## src/rtl/uart_pkg.sv

```systemverilog
// Shared UART transmit types: FSM state encoding, idle line level and parity helper.
// Parity helper takes a zero-extended word so callers of any width up to 64 bits can share it.
package uart_pkg;

  typedef enum logic [2:0] {
    IDLE,
    FETCH,
    LOAD,
    START,
    DATA,
    PARITY,
    STOP
  } tx_state_t;

  localparam logic IDLE_LINE    = 1'b1;
  localparam int   PARITY_MAX_W = 64;

  function automatic logic parity_calc(input logic [PARITY_MAX_W-1:0] data, input logic odd);
    return (^data) ^ odd;
  endfunction

endpackage

```

## src/rtl/uart_baud_counter.sv

```systemverilog
// Bit-period timer: tick is high in the last cycle of every CLKS_PER_BIT window.
// clear holds the count at zero so the first window after release is a full bit.
module uart_baud_counter
  import uart_pkg::*;
#(
  parameter int CLKS_PER_BIT = 16
) (
  input  logic clk,
  input  logic rst_n,
  input  logic clear,
  output logic tick
);

  localparam int            CW   = $clog2(CLKS_PER_BIT);
  localparam logic [CW-1:0] LAST = CW'(CLKS_PER_BIT - 1);

  logic [CW-1:0] cnt_q;

  always_ff @(posedge clk or negedge rst_n) begin
    if (!rst_n) begin
      cnt_q <= '0;
    end else if (clear || cnt_q == LAST) begin
      cnt_q <= '0;
    end else begin
      cnt_q <= cnt_q + 1'b1;
    end
  end

  assign tick = !clear && (cnt_q == LAST);

endmodule

```

## src/rtl/fifo_uart_tx.sv

```systemverilog
// Pops one byte per frame from a synchronous-read FIFO and shifts it out as a UART frame on tx.
// Minimum gap between frames is 3 idle-high cycles; tx_en only gates the start of new frames.
module fifo_uart_tx
  import uart_pkg::*;
#(
  parameter int DATA_WIDTH   = 8,
  parameter int CLKS_PER_BIT = 16,
  parameter int STOP_BITS    = 1,
  parameter bit PARITY_EN    = 1'b0,
  parameter bit PARITY_ODD   = 1'b0
) (
  input  logic                  clk,
  input  logic                  rst_n,
  input  logic                  tx_en,
  input  logic                  fifo_empty,
  input  logic [DATA_WIDTH-1:0] fifo_data,
  output logic                  fifo_r_en,
  output logic                  tx,
  output logic                  busy,
  output logic                  frame_done
);

  localparam int            BW        = $clog2(DATA_WIDTH + 1);
  localparam logic [BW-1:0] LAST_BIT  = BW'(DATA_WIDTH - 1);
  localparam logic [BW-1:0] LAST_STOP = BW'(STOP_BITS - 1);

  tx_state_t             state_q, state_d;
  logic                  tx_q, tx_d;
  logic [DATA_WIDTH-1:0] shift_q, shift_d;
  logic [BW-1:0]         bit_q, bit_d;
  logic                  par_q, par_d;
  logic                  tick;
  logic                  baud_clear;

  // Baud timer is held in the pre-frame states so START gets a full bit period.
  assign baud_clear = (state_q == IDLE) || (state_q == FETCH) || (state_q == LOAD);

  uart_baud_counter #(
    .CLKS_PER_BIT(CLKS_PER_BIT)
  ) u_baud (
    .clk  (clk),
    .rst_n(rst_n),
    .clear(baud_clear),
    .tick (tick)
  );

  always_ff @(posedge clk or negedge rst_n) begin
    if (!rst_n) begin
      state_q <= IDLE;
      tx_q    <= IDLE_LINE;
      shift_q <= '0;
      bit_q   <= '0;
      par_q   <= 1'b0;
    end else begin
      state_q <= state_d;
      tx_q    <= tx_d;
      shift_q <= shift_d;
      bit_q   <= bit_d;
      par_q   <= par_d;
    end
  end

  always_comb begin
    state_d    = state_q;
    tx_d       = tx_q;
    shift_d    = shift_q;
    bit_d      = bit_q;
    par_d      = par_q;
    fifo_r_en  = 1'b0;
    frame_done = 1'b0;
    case (state_q)
      IDLE: begin
        if (tx_en && !fifo_empty) state_d = FETCH;
      end
      FETCH: begin
        fifo_r_en = 1'b1;
        state_d   = LOAD;
      end
      LOAD: begin
        shift_d = fifo_data;
        par_d   = parity_calc(PARITY_MAX_W'(fifo_data), PARITY_ODD);
        bit_d   = '0;
        tx_d    = 1'b0;
        state_d = START;
      end
      START: begin
        if (tick) begin
          tx_d    = shift_q[0];
          state_d = DATA;
        end
      end
      DATA: begin
        if (tick) begin
          if (bit_q == LAST_BIT) begin
            bit_d = '0;
            if (PARITY_EN) begin
              tx_d    = par_q;
              state_d = PARITY;
            end else begin
              tx_d    = IDLE_LINE;
              state_d = STOP;
            end
          end else begin
            bit_d   = bit_q + 1'b1;
            shift_d = shift_q >> 1;
            tx_d    = shift_q[1];
          end
        end
      end
      PARITY: begin
        if (tick) begin
          tx_d    = IDLE_LINE;
          state_d = STOP;
        end
      end
      STOP: begin
        // bit_q counts completed stop bits here.
        if (tick) begin
          if (bit_q == LAST_STOP) begin
            frame_done = 1'b1;
            state_d    = IDLE;
          end else begin
            bit_d = bit_q + 1'b1;
          end
        end
      end
      default: begin
        tx_d    = IDLE_LINE;
        state_d = IDLE;
      end
    endcase
  end

  assign tx   = tx_q;
  assign busy = (state_q != IDLE);

endmodule

```

## config.mk

```make
export PLATFORM = sky130hd
export DESIGN_NAME = fifo_uart_tx
export DESIGN_NICKNAME = d
export VERILOG_FILES = /design/src/rtl/uart_pkg.sv /design/src/rtl/uart_baud_counter.sv /design/src/rtl/fifo_uart_tx.sv
export SDC_FILE = /design/constraint.sdc
export NUM_CORES = 1
export LEC_CHECK = 0
export CAP_MARGIN = 0
export CORE_AREA = 2 2 48 94
export DETAILED_ROUTE_END_ITERATION = 16
export DIE_AREA = 0 0 50 96
export PLACE_DENSITY = 0.55
export SYNTH_ARGS = -nofsm -noshare
export SYNTH_HDL_FRONTEND = slang
export SYNTH_SLANG_ARGS = --single-unit
```

## constraint.sdc

```tcl
create_clock -name clk -period 3.4 [get_ports clk]
set_input_delay 0.51 -clock clk [delete_from_list [all_inputs] [get_ports clk]]
set_output_delay 0.51 -clock clk [all_outputs]
set_load 0.05 [all_outputs]
```

==> out/metrics.yaml <==
synthesis:
  synth_cell_types: 42
  netlist_top_cells_area: "dfrtp_1 40%, mux2i_1 6.8%, a21oi_1 3.8%"
  synth_area_um2: 1180
  yosysMostFrequentCell: "dfrtp_1"
  synth-seq-cells: 20
  syn_inst: 122
  synth_top_cell_area_share_pct: 40.4
  ys_warn_count: 0
  synth-edff-count: 0
  ys_async_sr_fraction_pct: 100
  synth_ff_type: "dfrtp_1"
  syn_nets: 137
  yosysSeqAreaShare_pct: 42.7
  synthTopCellsByCount: "19 x dfrtp_1, 10 x nor2_1, 9 x a21oi_1"
  synth_top_cell_by_area: "dfrtp_1"
  avgSynthCellArea_um2: 9.64
route:
  via_count: 968
  routed_wl_mm: 2.47
  drt_iter0_drc: 14
  ant_nets: 0
  drcViolationCount: 0
  vias_per_cell: 5.18
  wire_per_inst_um: 13.2
  firstDrtPassIters: 4
sta:
  setup_viol: 0
  tightest_slew_ps: 941
  clock_skew_ps: 1.58
  slew_violations: 0
  fin_crit_sh_pct: 85.9
  finalHoldViolCount: 0
  min_period_ps: 2920
  relSlewSlack_pct: 37.1
  tns_ps: 0
  fmax_mhz: 342
  rsz0062_at_grt: "false"
flow_run:
  max-cap-violations: 0
clocking:
  clk-insertion-delay-late_ps: 260
  cts_tree: "done"
  htree_levels: 1
  cts_max_path_buffers: 2
  clock-sinks: 20
  holdBufCountCts: 0
  post_cts_buffers: 0
  cts_resized: 0
  path_clk_slew_ps: 70
  cts-root-buf: "clkbuf_8"
  cts_buffers: 3
critical_path:
  cp_slowest_cell: "clkdlybuf4s50_1"
  worst-path-buf-inv: 2
  startpoint_type: "register"
  cp_max_fo: 5
  end_kind: "primary output"
  path_cells: "inv_1, ha_1, nor4bb_1, nand2_1, nor3_1, clkdlybuf4s50_1"
  cpLargestDelayFamily: "buffers and inverters"
  cp_slowest_stage_delay_ps: 830
  cp-startpoint: "bit_q[0]$_DFFE_PN0P_"
  cp.arrival_ps: 2410
  worstSetupPathType: "reg2out"
  critPathRequiredTime_ps: 2890
  worstReg2RegStart: "bit_q[0]$_DFFE_PN0P_"
grt:
  antenna_found_initial: 0
  grt.overflow.total: 0
  grt_max_degree: 21
  grt_pass1_wl_mm: 4.20
  grt_usage_pct: 11.4
  grt_pass1_vias: 993
placement:
  dp_cells: 183
  place_area_um2: 1350
  dp_hpwl_mm: 1.91
  globalplace.congestion: 0.817
  port-buffer-count: 15
floorplanning:
  initial_utilization_pct: 28.8
  rows: 33
  coreArea_um2: 4090
  io_pins: 16
  die_w_um: 50
  die_y_um: 96
  die_area_um2: 4800
final_layout:
  fin_area_um2: 1400
  fin_nets: 151
  drive_above_1_share_pct: 9.63
  final.fill_count: 414
  area_growth_pct: 19.4
  final_cells: 187
  diodes: 0
min_path:
  worstHoldStart: "u_baud.cnt_q[0]$_DFF_PN0_"
  worstHoldPathType: "reg2reg"
power_and_ir_drop:
  leakage_nw: 0.586
  p_per_area_nw_per_um2: 326
  ir_worst_vdd_mv: 0.285
  finalPower_mw: 0.458
status:
  status: "finished clean"
-- final cells by class --
| class | instances | area, µm² | area share [%] |
|---|---|---|---|
| Multi-Input combinational cell | 88 | 598 | 42.6 |
| Sequential cell | 20 | 502 | 35.7 |
| Tap cell | 52 | 65.1 | 4.63 |
| Timing Repair Buffer | 16 | 158 | 11.2 |
| Clock buffer | 4 | 55.1 | 3.92 |
| Inverter | 7 | 26.3 | 1.87 |
-- routing by layer --
| metal | global-route usage (%) | wire (µm) | up-vias |
|---|---|---|---|
| met2 | 21.6 | 1380 | 26 |
| met5 | 0 | 0 | - |
| met3 | 1.71 | 79 | 8 |
| li1 | - | - | 471 |
| met4 | 8.10 | 89 | 0 |
| met1 | 10.7 | 913 | 463 |
-- kinds of logic (layout without fill, tap and decap cells) --
kind of cell,Yosys count,in the layout,share of synthesized area [%]
multiplexers,8,8,6.81
buffers and inverters,14,27,6.49
AND/OR/NAND/NOR,47,47,22.1
AO/OA/AOI/OAI,28,28,17.2
adder cells (fa/ha/maj),3,3,3.19
XOR/XNOR,2,2,1.49
flip-flops,20,20,42.7
-- report_power, final --
group | switching, mW | internal (mW)
Sequential | 0.00287 | 0.243
Combinational | 0.0116 | 0.0163
Clock | 0.0811 | 0.103
-- layout by cell type, fill, tap and decap left out, types with 2 or more instances in the layout --
master           synthesis  layout
nand3b_1                 4       4
o21ai_1                  2       2
nor3b_1                  3       3
nor2_1                  10      10
nand2_1                  5       5
clkbuf_8                 0       4
clkdlybuf4s50_1          0      15
ha_1                     3       3
o2111ai_1                2       2
nand2b_1                 5       5
o21ai_0                  3       3
dfrtp_1                 19      19
mux2i_1                  8       8
a21oi_1                  9       9
nand3_1                  6       6
inv_1                    7       7
nor3_1                   4       4
nand4_1                  2       2
-- state kept, by name, indices dropped and copies added, names as in the netlist --
signal / flops
shift_q: 8
bit_q: 4
u_baud.cnt_q: 4
state_q: 3
tx: 1
-- metrics by stage --
step,hold WS [ps],setup slack (ps),utilization [%]
floorplan,214,811,-
global placement,458,825,33.0
detailed placement,481,772,33.0
CTS,492,487,34.3
global route,515,292,34.3
finish,488,479,34.3
-- worst paths after layout --
| check | slack, ps | cells after the start | end |
|---|---|---|---|
| worst max-delay path | 480 | 6 | frame_done |
| worst min-delay path | 490 | 1 | u_baud.cnt_q[0]$_DFF_PN0_ |
| worst max register to register | 1650 | 6 | bit_q[2]$_DFFE_PN0P_ |
| worst min register to register | 490 | 1 | u_baud.cnt_q[0]$_DFF_PN0_ |
| max in group asynchronous | 2060 | 1 | u_baud.cnt_q[2]$_DFF_PN0_ |
| min in group asynchronous | 770 | 1 | shift_q[3]$_DFFE_PN0P_ |
Power figures use the tool's default switching activity.
